## config.mk

```make
export PLATFORM = sky130hd
export DESIGN_NAME = interrupt_ctrl
export DESIGN_NICKNAME = d
export VERILOG_FILES = /design/src/rtl/interrupt_ctrl.sv
export SDC_FILE = /design/constraint.sdc
export NUM_CORES = 1
export LEC_CHECK = 0
export CAP_MARGIN = 0
export CORE_ASPECT_RATIO = 0.6
export CORE_UTILIZATION = 40
export DETAILED_ROUTE_END_ITERATION = 8
export PLACE_DENSITY = 0.68
export RECOVER_POWER = 50
export SYNTH_ARGS = -nofsm -noshare
export SYNTH_HDL_FRONTEND = slang
export SYNTH_SLANG_ARGS = --single-unit
export TNS_END_PERCENT = 50
```

## constraint.sdc

```tcl
create_clock -name clk -period 2.2 [get_ports clk]
set_clock_uncertainty 0.15 [all_clocks]
set_input_delay 0.33 -clock clk [delete_from_list [all_inputs] [get_ports clk]]
set_output_delay 0.33 -clock clk [all_outputs]
set_load 0.01 [all_outputs]
```

## src/rtl/interrupt_ctrl.sv

```systemverilog
// Prioritised interrupt controller: latches source edges, filters by mask/gie,
// and presents one vectored request at a time to the control unit.
module interrupt_ctrl #(
    parameter int              N_SRC    = 4,
    parameter int              VEC_W    = 8,
    parameter logic [VEC_W-1:0] VEC_BASE = 8'hF0
) (
    input  logic             clk,
    input  logic             rst,
    input  logic [N_SRC-1:0] irq,
    input  logic             mask_we,
    input  logic [N_SRC-1:0] mask_wdata,
    input  logic             gie_set,
    input  logic             gie_clr,
    input  logic             int_ack,
    input  logic             iret,
    output logic             intp,
    output logic [VEC_W-1:0] int_vec,
    output logic             in_service,
    output logic [N_SRC-1:0] pending
);

    localparam int SEL_W = (N_SRC > 1) ? $clog2(N_SRC) : 1;

    typedef enum logic [1:0] {
        ST_IDLE    = 2'd0,
        ST_REQ     = 2'd1,
        ST_SERVICE = 2'd2
    } state_t;

    state_t             state_r, state_nxt_s;
    logic [N_SRC-1:0]   irq_prev_r;
    logic [N_SRC-1:0]   pending_r, pending_nxt_s;
    logic [N_SRC-1:0]   mask_r, mask_nxt_s;
    logic               gie_r, gie_nxt_s;
    logic [SEL_W-1:0]   sel_r, sel_nxt_s;
    logic               intp_r, intp_nxt_s;
    logic               in_service_r, in_service_nxt_s;
    logic [VEC_W-1:0]   int_vec_r, int_vec_nxt_s;
    logic [N_SRC-1:0]   edge_s, eligible_s, clr_s;
    logic [SEL_W-1:0]   pick_s;
    logic               found_s;

    function automatic logic [VEC_W-1:0] vec_of(input logic [SEL_W-1:0] idx);
        return VEC_BASE + VEC_W'(idx);
    endfunction

    assign edge_s     = irq & ~irq_prev_r;
    assign eligible_s = pending_r & mask_r;

    // Lowest-index eligible source; scanning downward lets index 0 win.
    always_comb begin
        pick_s  = '0;
        found_s = |eligible_s;
        for (int i = N_SRC - 1; i >= 0; i--) begin
            pick_s = eligible_s[i] ? SEL_W'(i) : pick_s;
        end
    end

    // Next-state, request/service outputs, gie and pending updates.
    always_comb begin
        state_nxt_s      = state_r;
        sel_nxt_s        = sel_r;
        intp_nxt_s       = intp_r;
        in_service_nxt_s = in_service_r;
        int_vec_nxt_s    = int_vec_r;
        clr_s            = '0;
        if (gie_clr) begin
            gie_nxt_s = 1'b0;
        end else if (gie_set) begin
            gie_nxt_s = 1'b1;
        end else begin
            gie_nxt_s = gie_r;
        end
        case (state_r)
            ST_IDLE: begin
                intp_nxt_s       = 1'b0;
                in_service_nxt_s = 1'b0;
                int_vec_nxt_s    = '0;
                if (gie_r && found_s) begin
                    state_nxt_s   = ST_REQ;
                    sel_nxt_s     = pick_s;
                    intp_nxt_s    = 1'b1;
                    int_vec_nxt_s = vec_of(pick_s);
                end else begin
                    state_nxt_s = ST_IDLE;
                end
            end
            ST_REQ: begin
                if (int_ack) begin
                    clr_s[sel_r]     = 1'b1;
                    gie_nxt_s        = 1'b0;
                    intp_nxt_s       = 1'b0;
                    in_service_nxt_s = 1'b1;
                    int_vec_nxt_s    = vec_of(sel_r);
                    state_nxt_s      = ST_SERVICE;
                end else if (gie_clr) begin
                    intp_nxt_s    = 1'b0;
                    int_vec_nxt_s = '0;
                    state_nxt_s   = ST_IDLE;
                end else begin
                    intp_nxt_s    = 1'b1;
                    int_vec_nxt_s = vec_of(sel_r);
                end
            end
            ST_SERVICE: begin
                // iret restores gie regardless of any gie_clr seen meanwhile.
                if (iret) begin
                    gie_nxt_s        = 1'b1;
                    in_service_nxt_s = 1'b0;
                    int_vec_nxt_s    = '0;
                    state_nxt_s      = ST_IDLE;
                end else begin
                    in_service_nxt_s = 1'b1;
                    int_vec_nxt_s    = vec_of(sel_r);
                end
            end
            default: begin
                state_nxt_s      = ST_IDLE;
                intp_nxt_s       = 1'b0;
                in_service_nxt_s = 1'b0;
                int_vec_nxt_s    = '0;
            end
        endcase
        // A fresh edge on the acknowledged source survives its own clear.
        pending_nxt_s = (pending_r & ~clr_s) | edge_s;
        if (mask_we) begin
            mask_nxt_s = mask_wdata;
        end else begin
            mask_nxt_s = mask_r;
        end
    end

    // State and output registers.
    always_ff @(posedge clk or negedge rst) begin
        if (!rst) begin
            state_r      <= ST_IDLE;
            irq_prev_r   <= '0;
            pending_r    <= '0;
            mask_r       <= '0;
            gie_r        <= 1'b0;
            sel_r        <= '0;
            intp_r       <= 1'b0;
            in_service_r <= 1'b0;
            int_vec_r    <= '0;
        end else begin
            state_r      <= state_nxt_s;
            irq_prev_r   <= irq;
            pending_r    <= pending_nxt_s;
            mask_r       <= mask_nxt_s;
            gie_r        <= gie_nxt_s;
            sel_r        <= sel_nxt_s;
            intp_r       <= intp_nxt_s;
            in_service_r <= in_service_nxt_s;
            int_vec_r    <= int_vec_nxt_s;
        end
    end

    assign intp       = intp_r;
    assign int_vec    = int_vec_r;
    assign in_service = in_service_r;
    assign pending    = pending_r;

endmodule

```

# Yosys cells after proc, flatten, opt, wreduce, memory -nomap -nowiden
# Cells that the tools add are included.
# totals
inputBits,15
register_bits,27
output_inout_bits,14
# op_classes
n_mux,30
eq_ne,5
reduce_logical,6
bitwise_logic,6
n_addsub,2
order_cmp,2
# op_table
cell,count
$mux W8,4
$pmux W8 S3,1
$mux W2,7
$add A5 B3 Y6 const A,2
$and A4 B4 Y4,3
$mux W1,11
$mux W4,2
$not A4 Y4,2
$pmux W2 S3,1
$ne A2 B2 Y1 const B,2
$or A4 B4 Y4,1
$pmux W1 S2,2
$reduce_and A2 Y1,2
$reduce_or A4 Y1,1
$lt A2 B3 Y1 const B,1
$ne A3 B3 Y1 const B,1
$pmux W1 S3,1
$demux W1 S2,1
$eq A2 B1 Y1 const B,1
$eq A2 B2 Y1 const B,1
$ge A2 B1 Y1 const B,1
$logic_and A1 B1 Y1,2
$logic_not A2 Y1,1

# Depth between registers and ports, before layout
# Gate-level depths: netlist (run 1).
# depth
depth_word,9
depth_mapped,6
mapped_depth_nobuf,5

# Worst setup path after synthesis (run 1)
# No wires, ideal clock.
# synth_timing
path_kind,reg-to-reg
from,reg state_r[0]
to,reg state_r[0]
setup_slack_ns,0.651
t_required_ns,1.925
stages_incl_launch_ff,6
t_arrival_ns,1.274
n_path_buf,1
cell_sequence,dfrtp_1 > ha_1 > buf_6 > nor3b_2 > nor2_1 > mux2_4
# synth_between
elab_chain_len,3
elab_cells_between_ends,7
# synth_lines
item,line,rtl
from (decl),31,"state_t state_r, state_nxt_s;"
from (signal assigned),147,state_r <= state_nxt_s;
$eq A2 B1 Y1 / $eq A2 B2 Y1 (equally long branches),75,case (state_r)
$ne A3 B3 Y1 (no source line) / $ne A2 B2 Y1 (equally long branches),-,
$reduce_and A2 Y1 (no source line),-,
# Parallel ways exist; a longest one is shown, timed or not.
# A chain may end at the register's enable or synchronous reset.

# Final worst setup path (run 1)
# layout_timing
from,"reg pending_r[0], in the netlist pending[0]"
to,out pending[0]
# layout_rtl
item,line,rtl
from (decl),33,"logic [N_SRC-1:0] pending_r, pending_nxt_s;"
from (signal assigned),149,pending_r <= pending_nxt_s;
to (decl),20,output logic [N_SRC-1:0] pending
# No word-level cell between the ends.

==> reports/results.tsv, run 1 <==
stage	metric	value	unit
placed_design	place_area	1340	sq um
grt	antenna_found_initial	0	
setup_path	endpoint_kind	output port	
synth	yosys-top-cells-area	dfrtp_1 51%, mux2_2 5.3%, ha_1 4.7%	
finish	nFillCells	239	
grt	grt_usage	17.1	%
route	num_vias	818	
power	leakage	0.606	nW
route	firstDrtPassIters	4	
synth	synth_cell_type_count	28	
die	io-pin-count	29	
route	antenna_left	0	
setup_path	worstPathBufferInverterCount	1	
synth	synth_cells	98	
synth	synth_top_area_cell	dfrtp_1	
run	drv_cap	0	
setup_path	crit_required	1.72	ns
setup_path	crit_path_max_incr_delay	0.58	ns
grt	overflow	0	
timing	fin_ws	0.419	ns
hold_path	hold_path_class	register to register	
synth	yosysSeqAreaShare	51.3	%
power	clkPwrFrac	16.8	%
power	total_power	1.44	mW
setup_path	worst_r2r_path_depth	5	
timing	hold_ws	0.269	ns
cts	cts_tree	built	
power	power_density	1050	nW/um^2
cts	clk_pin_slew	0.07	ns
setup_path	cp.depth	1	
timing	fmax	0.561	GHz
cts	numCtsBuffers	3	
status	outcome	complete, no violations	
cts	clock_path_buffers	2	
placed_design	place_ws	0.402	ns
synth	yosysMostFrequentCell	dfrtp_1	
synth	synth_edf_count	0	
timing	post-route-period-util	81.0	%
setup_path	reg2reg_slack	0.44	ns
setup_path	crit_slowest_cell	clkdlybuf4s50_1	
cts	post_cts_buffers	0	
timing	period_minus_slack	1.78	ns
synth	ys.flop_type	dfrtp_1	
power	pwr-share-comb	40.6	%
die	start_util	42.5	%
power	power_frac_seq	42.6	%
die	row_count	14	
finish	syn2layout_area_growth	28.0	%
die	dieArea	2900	sq um
synth	ys_ff_latch	22	
timing	drv_slew	0	
timing	fin_tns_setup	0	ns
timing	rsz0062_at_grt	false	
placed_design	dp_hpwl	1.55	mm
timing	hold_violations	0	
setup_path	cp-start-kind	register	
route	totalWireLength	2.01	mm
grt	grt_pass1_wl	3.57	mm
finish	n_antenna_cell	0	
power	power.net_switching	0.490	mW
finish	num-nets-final	144	
route	drc	0	
setup_path	critPathTopFamily	buffers and inverters	
cts	htreeDepth	1	
route	avgViaCountPerCell	5.28	
synth	yosysTopAreaCellShare	51.3	%
grt	grt_max_degree	23	
power	intPower	0.954	mW
die	die_h	42.1	microns
route	wl_per_cell	13.0	microns
cts	root_buffer	clkbuf_8	
synth	syn-cell-area	1070	sq um
power	switching_share	33.9	%
cts	hold_buffers	0	
power	ir_drop	0.424	mV
cts	clk_latency	0.26	ns
finish	layout-drive-gt1-share	9.76	%
die	die_x	68.8	microns
hold_path	min_path_cells	1	
cts	clock_sinks	22	
route	drtIter0Drc	57	
synth	avgSynthCellArea	10.9	sq um
placed_design	gp_congestion	0.865	
finish	fin_area	1370	sq um
timing	tightest_slew	1.14	ns
synth	yosys_warnings	0	
synth	async_flop_share	100	%
setup_path	arrival	1.30	ns
grt	grt_pass1_vias	783	
setup_path	cp_max_fo	5	
timing	setup_viol	0	
placed_design	port_buffers	26	
timing	relSlewSlack	24.2	%
synth	netlist_top_cells_count	22 x dfrtp_1, 10 x nand2_1, 9 x inv_1, 9 x o21ai_0	
cts	postCtsResizedCells	0	
setup_path	critical_path_class	register to output port	
die	fp.coreArea	2520	sq um
setup_path	crit_chain	clkdlybuf4s50_1	
==> flip-flops by register name, indices dropped and copies added, names as in the netlist <==
signal      count
state_r         2
pending         4
irq_prev_r      4
intp            1
in_service      1
mask_r          4
gie_r           1
sel_r           2
int_vec         3
==> per-stage QoR <==
| step | instances | util (%) |
|---|---|---|
| finish | 155 | 54.4 |
| detailed placement | 152 | 52.9 |
| CTS | 155 | 54.6 |
| global placement | 152 | 52.9 |
| floorplan | 99 | - |
| global route | 155 | 54.4 |
==> power groups by stage <==
stage / registers (mW) / logic [mW] / clock network [mW]
final: 0.615 / 0.586 / 0.243
after global routing: 0.634 / 0.654 / 0.264
after CTS: 0.614 / 0.592 / 0.249
after detailed placement: 0.621 / 0.585 / 0
after global placement: 0.617 / 0.576 / 0
after floorplan: 0.621 / 0.357 / 0
==> cells by family after synthesis <==
group	share of synthesized area, %
compound gates	18.3
simple gates	11.0
flops	51.3
buf+inv	7.70
mux	6.65
fa+ha+maj	4.67
other cells	0.350
==> placed cells by master, fill, tap and decap left out, types with 2 or more instances in the layout <==
| master | Yosys | final |
|---|---|---|
| o21ai_0 | 9 | 9 |
| nand3_1 | 2 | 2 |
| clkdlybuf4s50_1 | 0 | 20 |
| a21oi_1 | 3 | 3 |
| a22o_1 | 2 | 2 |
| ha_1 | 4 | 4 |
| inv_1 | 9 | 9 |
| clkbuf_8 | 0 | 3 |
| dfrtp_1 | 22 | 22 |
| conb_1 | 1 | 2 |
| a31oi_1 | 2 | 2 |
| a32o_1 | 3 | 3 |
| dlygate4sd3_1 | 0 | 6 |
| a21o_1 | 2 | 2 |
| mux2_2 | 5 | 5 |
| nand2_1 | 10 | 10 |
| nand2b_1 | 3 | 3 |
| nor2_1 | 4 | 4 |
==> layout make-up <==
| cell class | count | area, sq um | area share, % |
|---|---|---|---|
| Sequential cell | 22 | 551 | 40.1 |
| Multi-Input combinational cell | 62 | 443 | 32.3 |
| Timing Repair Buffer | 27 | 264 | 19.2 |
| Clock buffer | 3 | 41.3 | 3.01 |
| Tap cell | 32 | 40.0 | 2.92 |
| Inverter | 9 | 33.8 | 2.46 |
==> worst paths after layout <==
path,from,endpoint
min,irq_prev_r[3],pending[3]
min in group asynchronous,rst,sel_r[1]
max in group asynchronous,rst,mask_r[2]
max reg2reg,state_r[1],state_r[0]
max,pending[0],pending[0]
min reg2reg,irq_prev_r[3],pending[3]
==> layer usage <==
layer | share of wire [%] | GRT usage [%] | up-vias
met5 | 0 | 0 | -
met4 | 0.40 | 3.67 | 0
met3 | 5.8 | 6.79 | 2
met2 | 44 | 23.3 | 32
met1 | 50 | 25.4 | 399
li1 | - | - | 385
Power figures use the tool's default switching activity.
==> inputs of run 2 (changes only) <==
--- a/config.mk
+++ b/config.mk
@@ -9,7 +9,7 @@
 export CORE_ASPECT_RATIO = 0.6
 export CORE_UTILIZATION = 40
 export DETAILED_ROUTE_END_ITERATION = 8
-export PLACE_DENSITY = 0.68
+export PLACE_DENSITY = 0.71
 export RECOVER_POWER = 50
 export SYNTH_ARGS = -nofsm -noshare
 export SYNTH_HDL_FRONTEND = slang
==> constraint.sdc (replaced) <==
create_clock -name clk -period 1.6 [get_ports clk]
set_clock_uncertainty 0.15 [all_clocks]
set_input_delay 0.24 -clock clk [delete_from_list [all_inputs] [get_ports clk]]
set_output_delay 0.24 -clock clk [all_outputs]
set_load 0.01 [all_outputs]
==> reports/results.tsv, run 2 (same netlist as run 1, synthesis figures left out) <==
stage	metric	value	unit	change
status	outcome	complete, no violations		unchanged
grt	grt_max_degree	23		unchanged
hold_path	min_path_cells	1		unchanged
placed_design	place_ws	-0.0634	ns	was 0.402 ns
timing	relSlewSlack	64.6	%	was 24.2%
route	drc	0		unchanged
setup_path	crit_required	1.60	ns	was 1.72 ns
timing	setup_viol	0		unchanged
cts	hold_buffers	0		unchanged
power	clkPwrFrac	18.1	%	was 16.8%
power	power.net_switching	0.705	mW	was 0.490 mW
route	drtIter0Drc	57		unchanged
finish	n_antenna_cell	0		unchanged
setup_path	arrival	1.57	ns	was 1.30 ns
grt	antenna_found_initial	0		unchanged
finish	syn2layout_area_growth	38.4	%	was 28.0%
grt	grt_pass1_vias	733		was 783
setup_path	cp_max_fo	3		was 5
timing	hold_violations	0		unchanged
die	start_util	42.5	%	unchanged
setup_path	crit_chain	buf_4 -> ha_4 -> and2b_4 -> a22o_4 -> a32o_1		was clkdlybuf4s50_1
route	wl_per_cell	13.0	microns	about the same
setup_path	endpoint_kind	register		was output port
timing	post-route-period-util	98.1	%	
setup_path	cp-start-kind	register		unchanged
placed_design	port_buffers	26		unchanged
route	num_vias	832		was 818
route	avgViaCountPerCell	5.07		was 5.28
grt	overflow	0		unchanged
cts	clock_sinks	22		unchanged
cts	clk_latency	0.26	ns	about the same
run	drv_cap	0		unchanged
timing	fmax	0.637	GHz	
placed_design	gp_congestion	0.829		was 0.865
die	io-pin-count	29		unchanged
route	totalWireLength	2.13	mm	was 2.01 mm
cts	clk_pin_slew	0.08	ns	was 0.07 ns
finish	layout_commonest_cell	dfrtp_1		unchanged
cts	numCtsBuffers	3		unchanged
die	dieArea	2900	sq um	unchanged
finish	layout-drive-gt1-share	22.0	%	was 9.76%
route	antenna_left	0		unchanged
setup_path	critical_path_class	register to register		was register to output port
die	die_h	42.1	microns	unchanged
finish	final_cell_mix	20 x dfrtp_1, 15 x clkdlybuf4s50_1, 10 x nand2_1		was 22 x dfrtp_1, 20 x clkdlybuf4s50_1, 10 x nand2_1
cts	cts_tree	built		unchanged
cts	htreeDepth	1		unchanged
power	intPower	1.42	mW	was 0.954 mW
setup_path	reg2reg_to	int_vec[0]		was state_r[0]
power	leakage	0.708	nW	was 0.606 nW
placed_design	dp_hpwl	1.51	mm	was 1.55 mm
setup_path	r2r-start	state_r[1]		unchanged
setup_path	crit_slowest_cell	dfrtp_1		was clkdlybuf4s50_1
setup_path	crit_path_max_incr_delay	0.40	ns	was 0.58 ns
hold_path	min_from	irq_prev_r[0]		was irq_prev_r[3]
setup_path	worst_r2r_path_depth	5		unchanged
route	firstDrtPassIters	4		unchanged
placed_design	placedCellCount	156		was 152
die	row_count	14		unchanged
hold_path	whs_endpoint	pending[0]		was pending[3]
die	die_x	68.8	microns	unchanged
timing	tightest_slew	0.531	ns	was 1.14 ns
timing	drv_slew	0		unchanged
grt	grt_pass1_wl	3.39	mm	was 3.57 mm
timing	fin_ws	0.0296	ns	was 0.419 ns
finish	final_cells	164		was 155
timing	period_minus_slack	1.57	ns	
cts	clock_path_buffers	2		unchanged
power	ir_drop	0.710	mV	was 0.424 mV
grt	grt_usage	16.4	%	was 17.1%
finish	num-nets-final	152		was 144
setup_path	reg2reg_slack	0.03	ns	was 0.44 ns
power	switching_share	33.2	%	was 33.9%
cts	root_buffer	clkbuf_8		unchanged
hold_path	hold_path_class	register to register		unchanged
die	fp.coreArea	2520	sq um	unchanged
power	pwr-share-comb	42.6	%	was 40.6%
power	power_frac_seq	39.3	%	was 42.6%
timing	rsz0062_at_grt	true		was false
power	power_density	1430	nW/um^2	was 1050 nW/um^2
## run 2: final cells by class
cell class | count | area, sq um
well taps | 32 | 40.0
inverters | 9 | 33.8
flip-flops and latches | 22 | 553
fillers | 218 | 1040
multi-input cells | 62 | 469
clock buffers | 4 | 55.1
repair buffers | 35 | 333
## run 2: stage by stage
stage               instance area [sq um]  setup TNS (ns)  total power, mW  util [%]  hold slack, ns
finish                               1480               0             2.13      58.8           0.270
CTS                                  1440               0             2.09      56.9           0.176
floorplan                            1080               0             1.35         -          -0.206
global placement                     1370         -0.0767             1.66      54.1           0.256
global route                         1480          -0.207             2.28      58.8           0.291
detailed placement                   1370          -0.239             1.67      54.1           0.263
## run 2: worst max path at each step
stage                     from          to  slack [ns]
floorplan           state_r[0]  state_r[0]        0.05
global placement          iret  int_vec[0]       -0.03
detailed placement     int_ack  state_r[0]       -0.06
CTS                 int_vec[6]  int_vec[4]       0.006
global route        state_r[1]  state_r[0]       -0.06
finish              state_r[1]  int_vec[0]        0.03
## run 2: worst max-delay path, delay by kind of cell, from the launching register on
| kind | cells | cell delay [ns] |
|---|---|---|
| AOI/OAI and AO/OA | 2 | 0.45 |
| adders and majority gates | 1 | 0.15 |
| buffers and inverters | 1 | 0.15 |
| DFF | 1 | 0.40 |
| and+or+nand+nor | 1 | 0.17 |
## run 2: power by group through the flow
| stage | logic (mW) | clock network [mW] | registers [mW] |
|---|---|---|---|
| 6_report | 0.907 | 0.385 | 0.835 |
| 5_1_grt | 1.00 | 0.425 | 0.853 |
| 4_1_cts | 0.858 | 0.401 | 0.829 |
| 3_5_place_dp | 0.821 | 0 | 0.854 |
| 3_3_place_gp | 0.807 | 0 | 0.850 |
| 2_1_floorplan | 0.491 | 0 | 0.854 |
## run 2: repair_timing
action,4_1_cts,5_1_grt
endpoints found under the setup margin,6,12
resized for setup,4,10
pin swaps,1,0
buffers inserted,2,2
## run 2: layer usage
metal  up-vias  global-route usage [%]  wire, microns
met2        31                    22.7            962
met4         0                    4.90             16
li1        402                       -              -
met3         4                    4.89             96
met5         -                       0              0
met1       395                    24.4           1050
